`src/rtl/shift_seq_ctrl.sv`:
```
// shift_seq_ctrl: loads a parallel word into univ_shift_reg and shifts it out serially.
// Define PARITY_EN to append an even-parity bit period after the data bits.
`default_nettype none

module shift_seq_ctrl #(
  parameter int N             = 8,
  parameter int TICKS_PER_BIT = 1
) (
  input  logic         clk,
  input  logic         reset,
  input  logic         tx_start,
  input  logic [N-1:0] din,
  input  logic         msb_first,
  input  logic [N-1:0] q,
  output logic [1:0]   ctrl,
  output logic [N-1:0] d,
  output logic         sout,
  output logic         busy,
  output logic         tx_done_tick
);

  localparam int BW = $clog2(N);
  localparam int TW = (TICKS_PER_BIT > 1) ? $clog2(TICKS_PER_BIT) : 1;
  localparam logic [BW-1:0] BIT_LAST  = BW'(N - 1);
  localparam logic [TW-1:0] TICK_LAST = TW'(TICKS_PER_BIT - 1);

  localparam logic [2:0] ST_IDLE   = 3'd0;
  localparam logic [2:0] ST_LOAD   = 3'd1;
  localparam logic [2:0] ST_SHIFT  = 3'd2;
  localparam logic [2:0] ST_DONE   = 3'd3;
`ifdef PARITY_EN
  localparam logic [2:0] ST_PARITY = 3'd4;
`endif

  localparam logic [1:0] CTRL_HOLD  = 2'b00;
  localparam logic [1:0] CTRL_LEFT  = 2'b01;
  localparam logic [1:0] CTRL_RIGHT = 2'b10;
  localparam logic [1:0] CTRL_LOAD  = 2'b11;

  logic [2:0]    state_q, state_d;
  logic [BW-1:0] bit_q, bit_d;
  logic [TW-1:0] tick_q, tick_d;
  logic          dir_q, dir_d;
  logic [N-1:0]  word_q, word_d;
  logic          tick_last;
  logic          unused_q_bits;

  assign tick_last = (tick_q == TICK_LAST);
  // Only the end bits of q feed sout; the rest is deliberately ignored.
  assign unused_q_bits = ^q;

  always_ff @(posedge clk or posedge reset) begin
    if (reset) begin
      state_q <= ST_IDLE;
      bit_q   <= '0;
      tick_q  <= '0;
      dir_q   <= 1'b1;
      word_q  <= '0;
    end else begin
      state_q <= state_d;
      bit_q   <= bit_d;
      tick_q  <= tick_d;
      dir_q   <= dir_d;
      word_q  <= word_d;
    end
  end

  always_comb begin
    state_d = state_q;
    bit_d   = bit_q;
    tick_d  = tick_q;
    dir_d   = dir_q;
    word_d  = word_q;
    case (state_q)
      ST_IDLE: begin
        if (tx_start) begin
          word_d  = din;
          dir_d   = msb_first;
          state_d = ST_LOAD;
        end
      end
      ST_LOAD: begin
        bit_d   = '0;
        tick_d  = '0;
        state_d = ST_SHIFT;
      end
      ST_SHIFT: begin
        if (tick_last) begin
          tick_d = '0;
          if (bit_q == BIT_LAST) begin
            bit_d = '0;
`ifdef PARITY_EN
            state_d = ST_PARITY;
`else
            state_d = ST_DONE;
`endif
          end else begin
            bit_d = bit_q + 1'b1;
          end
        end else begin
          tick_d = tick_q + 1'b1;
        end
      end
`ifdef PARITY_EN
      ST_PARITY: begin
        if (tick_last) begin
          tick_d  = '0;
          state_d = ST_DONE;
        end else begin
          tick_d = tick_q + 1'b1;
        end
      end
`endif
      ST_DONE: state_d = ST_IDLE;
      default: state_d = ST_IDLE;
    endcase
  end

  always_comb begin
    ctrl         = CTRL_HOLD;
    d            = '0;
    sout         = 1'b1;
    busy         = 1'b0;
    tx_done_tick = 1'b0;
    case (state_q)
      ST_LOAD: begin
        ctrl = CTRL_LOAD;
        d    = word_q;
        busy = 1'b1;
      end
      ST_SHIFT: begin
        busy = 1'b1;
        sout = dir_q ? q[N-1] : q[0];
        // Advance the register only when the current bit period ends.
        if (tick_last) ctrl = dir_q ? CTRL_LEFT : CTRL_RIGHT;
      end
`ifdef PARITY_EN
      ST_PARITY: begin
        busy = 1'b1;
        sout = ^word_q;
      end
`endif
      ST_DONE: begin
        busy         = 1'b1;
        tx_done_tick = 1'b1;
      end
      default: ;
    endcase
  end

endmodule

`default_nettype wire

```
`config.mk`:
```
export PLATFORM = sky130hd
export DESIGN_NAME = shift_seq_ctrl
export DESIGN_NICKNAME = d
export VERILOG_FILES = /design/src/rtl/shift_seq_ctrl.sv
export SDC_FILE = /design/constraint.sdc
export NUM_CORES = 1
export LEC_CHECK = 0
export BUFFER_PORTS_ARGS = -buffer_cell sky130_fd_sc_hd__buf_4
export CAP_MARGIN = 20
export CORE_AREA = 3 3 46 48
export CTS_CLUSTER_SIZE = 10
export DETAILED_ROUTE_END_ITERATION = 6
export DIE_AREA = 0 0 49 51
export PLACE_DENSITY = 0.72
export SYNTH_ARGS = -nofsm -noshare
export SYNTH_HDL_FRONTEND = slang
export SYNTH_SLANG_ARGS = --single-unit
```
`constraint.sdc`:
```
create_clock -name clk -period 1.7 [get_ports clk]
set_input_delay 0.255 -clock clk [delete_from_list [all_inputs] [get_ports clk]]
set_output_delay 0.255 -clock clk [all_outputs]
set_load 0.01 [all_outputs]
```
==> results of run 1 <==
[kinds of logic after synthesis]
logic type,Yosys count
muxes,12
and+or+nand+nor,18
buffers and inverters,8
adders and majority gates,7
AOI/OAI and AO/OA,7
DFF,14
[final cells by class]
| class | count | area [um2] | share of cell area |
|---|---|---|---|
| flip-flops and latches | 14 | 352 | 0.337 |
| multi-input cells | 44 | 407 | 0.389 |
| repair buffers | 27 | 203 | 0.194 |
| inverters | 7 | 26.3 | 0.0251 |
| clock buffers | 4 | 26.3 | 0.0251 |
| well taps | 25 | 31.3 | 0.0299 |
[state kept, by name, indices dropped and copies added (netlist names)]
register  cells
state_q       2
dir_q         1
word_q        8
bit_q         3
[layout by cell type (no fill, tap or decap), types with 2 or more instances in the layout]
| cell type | n |
|---|---|
| buf_4 | 27 |
| dfrtp_1 | 13 |
| mux2_2 | 11 |
| and2_1 | 8 |
| inv_1 | 5 |
| ha_1 | 4 |
| nand2_1 | 3 |
| clkbuf_4 | 3 |
| inv_2 | 2 |
| nor2b_1 | 2 |
| ha_4 | 2 |
[power by group through the flow]
stage          registers, mW  clock network [mW]  logic, mW
2_1_floorplan          0.575                   0      0.573
3_3_place_gp           0.593                   0      0.810
3_5_place_dp           0.606                   0      0.838
4_1_cts                0.595               0.203      0.905
5_1_grt                0.622               0.207       1.01
6_report               0.597               0.189      0.909
[cells in the mapped netlist]
cell | instances | area, um2
a21oi_1 | 1 | 5.00
and2_1 | 8 | 50.1
and2b_2 | 1 | 8.76
clkbuf_1 | 1 | 3.75
dfrtp_1 | 13 | 325
dfstp_2 | 1 | 26.3
ha_1 | 7 | 87.6
inv_1 | 7 | 26.3
mux2_2 | 11 | 124
mux2i_1 | 1 | 10.0
nand2_1 | 3 | 11.3
nand2_2 | 1 | 6.26
nand2b_1 | 1 | 6.26
nand3_1 | 1 | 5.00
nor2_1 | 1 | 3.75
nor2b_1 | 2 | 12.5
o21a_1 | 1 | 7.51
o21ai_0 | 1 | 5.00
o22a_1 | 1 | 8.76
o22ai_1 | 1 | 6.26
o22ai_2 | 1 | 12.5
o2bb2ai_1 | 1 | 8.76
[timing repair]
item,CTS,global route
setup endpoints to repair,10,10
buffers inserted,1,0
pin swaps,0,0
endpoints found under the hold margin,0,0
gates resized for setup,3,4
[per-stage QoR]
step	setup TNS, ns	total power, mW	setup slack (ns)	instance area [um2]
2_1_floorplan	0	1.15	0.287	761
3_3_place_gp	0	1.40	0.229	983
3_5_place_dp	0	1.44	0.207	983
4_1_cts	0	1.70	0.00176	1030
5_1_grt	-0.0175	1.84	-0.0153	1040
6_report	0	1.69	0.0561	1040
[metal layers]
metal | up-vias | track usage
met4 | 0 | 0.0284
li1 | 279 | -
met2 | 11 | 0.233
met5 | - | 0
met1 | 251 | 0.140
met3 | 2 | 0.0525
[worst max-delay path, stage by stage (launching register included)]
cell,delay [ns]
dfrtp_1,0.44
ha_1,0.24
nor2b_1,0.14
o21a_1,0.16
buf_4,0.14
[final timing paths]
| kind | cells past startpoint | end | startpoint | slack, ns |
|---|---|---|---|---|
| worst max register to register | 4 | state_q[1]$_DFFE_PP0P_ | bit_q[0]$_DFFE_PP0P_ | 0.26 |
| worst max-delay path | 4 | ctrl[1] | state_q[1]$_DFFE_PP0P_ | 0.06 |
| min in group clk | 2 | word_q[5]$_DFFE_PP0P_ | din[5] | 0.21 |
| max in group asynchronous | 2 | dir_q$_DFFE_PP1P_ | reset | 1.32 |
| worst min-delay path | 2 | word_q[5]$_DFFE_PP0P_ | reset | 0.007 |
| worst min register to register | 1 | word_q[2]$_DFFE_PP0P_ | word_q[2]$_DFFE_PP0P_ | 0.50 |
==> impl_metrics.json, run 1 <==
{
  "gr-usage-all-layers": 0.128,
  "placed_cells": 116,
  "status": "completed",
  "initial_core_util": 0.436,
  "worstPathRequired_ns": 1.44,
  "vias_per_cell": 4.49,
  "hpwl_um": 1150,
  "ys_seq_area_frac": 0.462,
  "power.leakage_nw": 0.510,
  "grt_pass1_wl_um": 2460,
  "yosys.area_share.simple": 0.137,
  "path_max_fanout": 5,
  "die-height_um": 51,
  "gp_congestion": 0.738,
  "cell_internal_pwr_mw": 1.10,
  "rows": 15,
  "met3_length_um": 55,
  "vias": 543,
  "cts_tree": "built",
  "synth.distinct_cells": 22,
  "drt-pass1-iter-count": 2,
  "seqPwrFrac": 0.352,
  "ys_warn_count": 0,
  "syn_nets": 93,
  "max_slew_margin": 0.656,
  "critPathCaptureType": "output pin",
  "worst-setup-path-type": "reg -> out",
  "antenna_found_initial": 0,
  "whs_ns": 0.00690,
  "cts_made_buffers": 3,
  "hold_buffers": 0,
  "tightest_slew_ns": 0.516,
  "drt_wl_total_um": 1470,
  "boundaryPins": 33,
  "htreeDepth": 1,
  "drt_iter0_markers": 3,
  "grt_max_degree": 15,
  "crit_arrival_ns": 1.39,
  "synth.cell_area_um2": 761,
  "p_per_area_nw_per_um2": 1620,
  "synth_xor_area_frac": 0,
  "drc_errors": 0,
  "period_needed_ns": 1.64,
  "numPortBuffers": 26,
  "fp.coreArea_um2": 1750,
  "antenna_cells": 0,
  "final_cells": 121,
  "ys_ff_latch": 14,
  "die_width_um": 49,
  "setup_viol": 0,
  "clkTransAtPathRegs_ns": 0.08,
  "clockBufferDepth": 2,
  "wl_met1_um": 626,
  "synth_top_family_by_area": "multiplexers",
  "syn_inst": 66,
  "area_delta_synth_final_pct": 37.3,
  "finish.net_count": 124,
  "grt_remaining_overflow": 0,
  "synth_mux_area_frac": 0.176,
  "synth.avg_cell_area_um2": 11.5,
  "rsz0062_at_grt": "yes",
  "min_path_type": "in -> async",
  "switching_power_uw": 592,
  "drive_above_1_share": 0.521,
  "top_layer": "met4",
  "combPwrFrac": 0.536,
  "die_area_um2": 2500,
  "max_cap_viol_count": 0,
  "ir_worst_vdd_mv": 0.775,
  "grt_pass1_vias": 580,
  "hold_violations": 0,
  "post-route-util": 0.599,
  "clkSinkCount": 14,
  "swShare": 0.349,
  "slew_violations": 0,
  "root_buffer": "clkbuf_4",
  "fin_crit_sh": 0.967,
  "postRouteAntennaNets": 0,
  "power.share.clock": 0.112,
  "synth_compound_area_frac": 0.0707,
  "routedWlPerCell_um": 12.2,
  "clk_latency_ns": 0.27,
  "clock_skew_ns": 0.00731,
  "cp-start-kind": "flop",
  "dr_wl_met2_um": 783,
  "n_fill_cell": 160,
  "synthAdderAreaFrac": 0.115,
  "max_freq_mhz": 608
}
(Power assumes the default switching activity.)
==> inputs of run 2 (changes only) <==
--- a/config.mk
+++ b/config.mk
@@ -11,7 +11,7 @@
 export CTS_CLUSTER_SIZE = 10
 export DETAILED_ROUTE_END_ITERATION = 6
 export DIE_AREA = 0 0 49 51
-export PLACE_DENSITY = 0.72
+export PLACE_DENSITY_LB_ADDON = 0.05
 export SYNTH_ARGS = -nofsm -noshare
 export SYNTH_HDL_FRONTEND = slang
 export SYNTH_SLANG_ARGS = --single-unit
==> impl_metrics.json, run 2 (synthesis results as in run 1) <==
{
  "status": "finished, violations left",
  "violations": "hold timing",
  "htreeDepth": 1,
  "max_freq_mhz": 615,
  "boundaryPins": 33,
  "slew_violations": 0,
  "grt_remaining_overflow": 0,
  "drt_wl_total_um": 1480,
  "gr-usage-all-layers": 0.133,
  "whs_ns": -0.00118,
  "p_per_area_nw_per_um2": 1640,
  "routedWlPerCell_um": 12.1,
  "cp-start-kind": "flop",
  "initial_core_util": 0.436,
  "hold_buffers": 0,
  "regMostFlops": "word_q",
  "vias_per_cell": 4.57,
  "grt_pass1_wl_um": 2480,
  "placement.cell_area_um2": 983,
  "top_regs": "word_q x8, bit_q x3, state_q x2",
  "slowest_stage": "dfrtp_2",
  "clockBufferDepth": 2,
  "finish.net_count": 125,
  "numPortBuffers": 26,
  "crit_top_cell": "buf_4",
  "tightest_slew_ns": 0.524,
  "n_fill_cell": 170,
  "drt-pass1-iter-count": 2,
  "max_cap_viol_count": 0,
  "hpwl_um": 1080,
  "clk_latency_ns": 0.28,
  "final_cell_mix": "28 x buf_4, 12 x dfrtp_1, 11 x mux2_2",
  "r2r_cells": 5,
  "cp_slowest_stage_delay_ns": 0.45,
  "cts_tree": "built",
  "clock_skew_ns": 0.00883,
  "min_path_type": "in -> async",
  "die_area_um2": 2500,
  "drt_iter0_markers": 2,
  "grt_max_degree": 15,
  "rsz0062_at_grt": "yes",
  "antenna_cells": 0,
  "worst-setup-path-type": "reg -> out",
  "cts_made_buffers": 3,
  "grt_pass1_vias": 560,
  "vias": 557,
  "critPathCaptureType": "output pin",
  "crit_chain": "buf_4 > ha_2 > a21oi_2 > nor2b_1 > buf_4",
  "crit_arrival_ns": 1.37,
  "period_needed_ns": 1.63,
  "setup_viol": 0,
  "path_max_fanout": 5,
  "max_slew_margin": 0.650,
  "clkSinkCount": 14,
  "drive_above_1_share": 0.557,
  "gp_congestion": 0.797,
  "die_width_um": 49,
  "drc_errors": 0,
  "fin_crit_sh": 0.956,
  "clkTransAtPathRegs_ns": 0.09,
  "fp.coreArea_um2": 1750,
  "root_buffer": "clkbuf_4",
  "die-height_um": 51,
  "ir_worst_vdd_mv": 0.816,
  "hold_violations": 6,
  "largest_reg_flops": 8,
  "final_common_cell": "buf_4",
  "fin_area_um2": 1070,
  "area_delta_synth_final_pct": 40.6,
  "rows": 15,
  "antenna_found_initial": 0,
  "postRouteAntennaNets": 0,
  "power.leakage_nw": 0.515,
  "worstPathRequired_ns": 1.44
}
==> run 2: critical path: cells and delay by family (launching register included) <==
| kind | cells | cell delay [ns] |
|---|---|---|
| DFF | 1 | 0.45 |
| adders and majority gates | 1 | 0.19 |
| and+or+nand+nor | 1 | 0.05 |
| buffers and inverters | 2 | 0.28 |
| AOI/OAI and AO/OA | 1 | 0.11 |
==> run 2: repair_timing <==
| item | 4_1_cts | 5_1_grt |
|---|---|---|
| buffers inserted | 2 | 0 |
| hold endpoints to repair | 0 | 0 |
| resized for setup | 3 | 8 |
| pin swaps | 0 | 1 |
| endpoints found under the setup margin | 10 | 10 |
==> run 2: final cells by class <==
type	count	area [um2]	share of cell area
Multi-Input combinational cell	44	423	0.395
Sequential cell	14	353	0.330
Clock buffer	4	26.3	0.0246
Inverter	7	26.3	0.0246
Tap cell	25	31.3	0.0292
Timing Repair Buffer	28	210	0.196
==> run 2: worst paths after layout <==
check                                        from                     end  slack, ns
min in group clk                           din[0]   word_q[0]$_DFFE_PP0P_       0.20
max                        state_q[1]$_DFFE_PP0P_                 ctrl[0]       0.07
min reg2reg                 word_q[7]$_DFFE_PP0P_   word_q[7]$_DFFE_PP0P_       0.50
min                                         reset   word_q[5]$_DFFE_PP0P_     -0.001
max in group asynchronous                   reset  state_q[1]$_DFFE_PP0P_       1.33
max reg2reg                state_q[0]$_DFFE_PP0P_  state_q[1]$_DFFE_PP0P_       0.22
==> run 2: power breakdown <==
group	internal [mW]	switching [mW]
combinational	0.543	0.416
clock	0.0912	0.107
sequential	0.504	0.0955
==> run 2: metrics by stage <==
stage	instances	worst slack [ns]	utilization	total power, mW	setup TNS, ns
4_1_cts	122	0.00524	0.596	1.72	0
3_3_place_gp	116	0.228	0.563	1.41	0
6_report	122	0.0748	0.613	1.76	0
2_1_floorplan	66	0.287	-	1.15	0
3_5_place_dp	116	0.214	0.563	1.43	0
5_1_grt	122	-0.00350	0.613	1.90	-0.00375
==> run 2: metal layers <==
| metal | global-route usage | vias to the layer above | wire, um |
|---|---|---|---|
| met5 | 0 | - | 0 |
| met4 | 0.0711 | 0 | 22 |
| met3 | 0.0262 | 4 | 73 |
| met2 | 0.229 | 19 | 689 |
| met1 | 0.156 | 253 | 696 |
| li1 | - | 281 | - |
==> inputs of run 3 (changes only) <==
--- a/config.mk
+++ b/config.mk
@@ -12,6 +12,7 @@
 export DETAILED_ROUTE_END_ITERATION = 6
 export DIE_AREA = 0 0 49 51
 export PLACE_DENSITY_LB_ADDON = 0.05
+export REMOVE_ABC_BUFFERS = 1
 export SYNTH_ARGS = -nofsm -noshare
 export SYNTH_HDL_FRONTEND = slang
 export SYNTH_SLANG_ARGS = --single-unit
==> impl_metrics.json, run 3 (synthesis results as in run 1) <==
{
  "status": "completed",
  "routedWlPerCell_um": 13.2,
  "final_cells": 122,
  "min_path_type": "in -> async",
  "setup_viol": 0,
  "worstPathRequired_ns": 1.44,
  "cp-start-kind": "flop",
  "post-route-util": 0.614,
  "max_cap_viol_count": 0,
  "gp_congestion": 0.798,
  "crit_chain": "inv_2 > ha_2 > nor2b_1 > o21a_1 > buf_4",
  "htreeDepth": 1,
  "drt-pass1-iter-count": 3,
  "clkSinkCount": 14,
  "boundaryPins": 33,
  "clk_latency_ns": 0.28,
  "fin_crit_sh": 0.951,
  "grt_max_degree": 15,
  "initial_core_util": 0.436,
  "max_slew_margin": 0.653,
  "root_buffer": "clkbuf_4",
  "seqCellArea_um2": 352,
  "drive_above_1_share": 0.557,
  "cts_tree": "built",
  "fp.coreArea_um2": 1750,
  "tns_ns": 0,
  "top_regs": "word_q x8, bit_q x3, state_q x2",
  "hpwl_um": 1050,
  "clkTransAtPathRegs_ns": 0.08,
  "slew_violations": 0,
  "period_needed_ns": 1.62,
  "antenna_cells": 0,
  "postRouteAntennaNets": 0,
  "vias": 579,
  "slowest_stage": "dfrtp_1",
  "tightest_slew_ns": 0.520,
  "multi_input_area_um2": 425,
  "area_delta_synth_final_pct": 40.8,
  "crit_family": "flip-flops",
  "numPortBuffers": 26,
  "gr-usage-all-layers": 0.139,
  "hold_buffers": 0,
  "max_freq_mhz": 618,
  "clock_skew_ns": 0.00444,
  "final_cell_mix": "28 x buf_4, 13 x dfrtp_1, 11 x mux2_2",
  "drc_errors": 0,
  "hold_violations": 0,
  "worst-setup-path-type": "reg -> out",
  "cts_made_buffers": 3,
  "drt_iter0_markers": 2,
  "vias_per_cell": 4.75,
  "power.leakage_nw": 0.517,
  "antenna_found_initial": 0,
  "grt_pass1_wl_um": 2580,
  "n_fill_cell": 154,
  "final_common_cell": "buf_4",
  "ir_worst_vdd_mv": 0.771,
  "rows": 15,
  "drt_wl_total_um": 1610,
  "die_width_um": 49,
  "grt_pass1_vias": 578,
  "crit_buf_inv": 2,
  "placed_cells": 116,
  "crit_arrival_ns": 1.36,
  "finish.net_count": 125,
  "p_per_area_nw_per_um2": 1660,
  "critPathCaptureType": "output pin",
  "largest_reg_flops": 8,
  "clockBufferDepth": 2,
  "cp_slowest_stage_delay_ns": 0.41,
  "die_area_um2": 2500,
  "rsz0062_at_grt": "no",
  "die-height_um": 51,
  "path_max_fanout": 3,
  "regMostFlops": "word_q",
  "grt_remaining_overflow": 0
}
## run 3: timing repair
action	in CTS	in global routing
buffers inserted	2	0
hold endpoints to repair	0	0
endpoints found under the setup margin	10	10
gates resized for setup	3	8
## run 3: worst paths after layout
check / startpoint / end / slack (ns) / depth (start not counted)
min: reset / word_q[3]$_DFFE_PP0P_ / 0.01 / 2
max reg2reg: bit_q[0]$_DFFE_PP0P_ / state_q[1]$_DFFE_PP0P_ / 0.17 / 4
min reg2reg: word_q[0]$_DFFE_PP0P_ / word_q[0]$_DFFE_PP0P_ / 0.50 / 1
max in group asynchronous: reset / dir_q$_DFFE_PP1P_ / 1.33 / 2
max: state_q[0]$_DFFE_PP0P_ / ctrl[1] / 0.08 / 5
min in group clk: din[5] / word_q[5]$_DFFE_PP0P_ / 0.20 / 2
## run 3: power by group
| part | leakage, nW | switching, mW | total [mW] | internal (mW) |
|---|---|---|---|---|
| Sequential | 0.170 | 0.0929 | 0.595 | 0.502 |
| Clock | 0.0150 | 0.101 | 0.192 | 0.0910 |
| Combinational | 0.333 | 0.436 | 0.987 | 0.551 |
| Total | 0.517 | 0.630 | 1.77 | 1.14 |
## run 3: area by class of cell
type,instances,share of cell area
sequential,14,0.328
multi-input combinational,44,0.397
tap,25,0.0292
clock buffer,4,0.0245
timing repair buffer,28,0.196
inverter,7,0.0245
## run 3: per-stage QoR
step	hold WS [ns]	power [mW]	setup WS (ns)	instance area, um2
floorplan	0.144	1.15	0.313	757
global placement	0.329	1.41	0.217	983
detailed placement	0.333	1.43	0.193	983
CTS	0.0217	1.71	0.00533	1040
global route	0.0305	1.92	0.000688	1070
finish	0.0101	1.77	0.0825	1070
## run 3: per-layer routing
layer / vias up / global-route usage / part of all wire
met4: 0 / 0.0284 / 0.0056
met3: 2 / 0.0612 / 0.062
met2: 19 / 0.260 / 0.50
li1: 282 / - / -
met1: 276 / 0.143 / 0.44
met5: - / 0 / 0
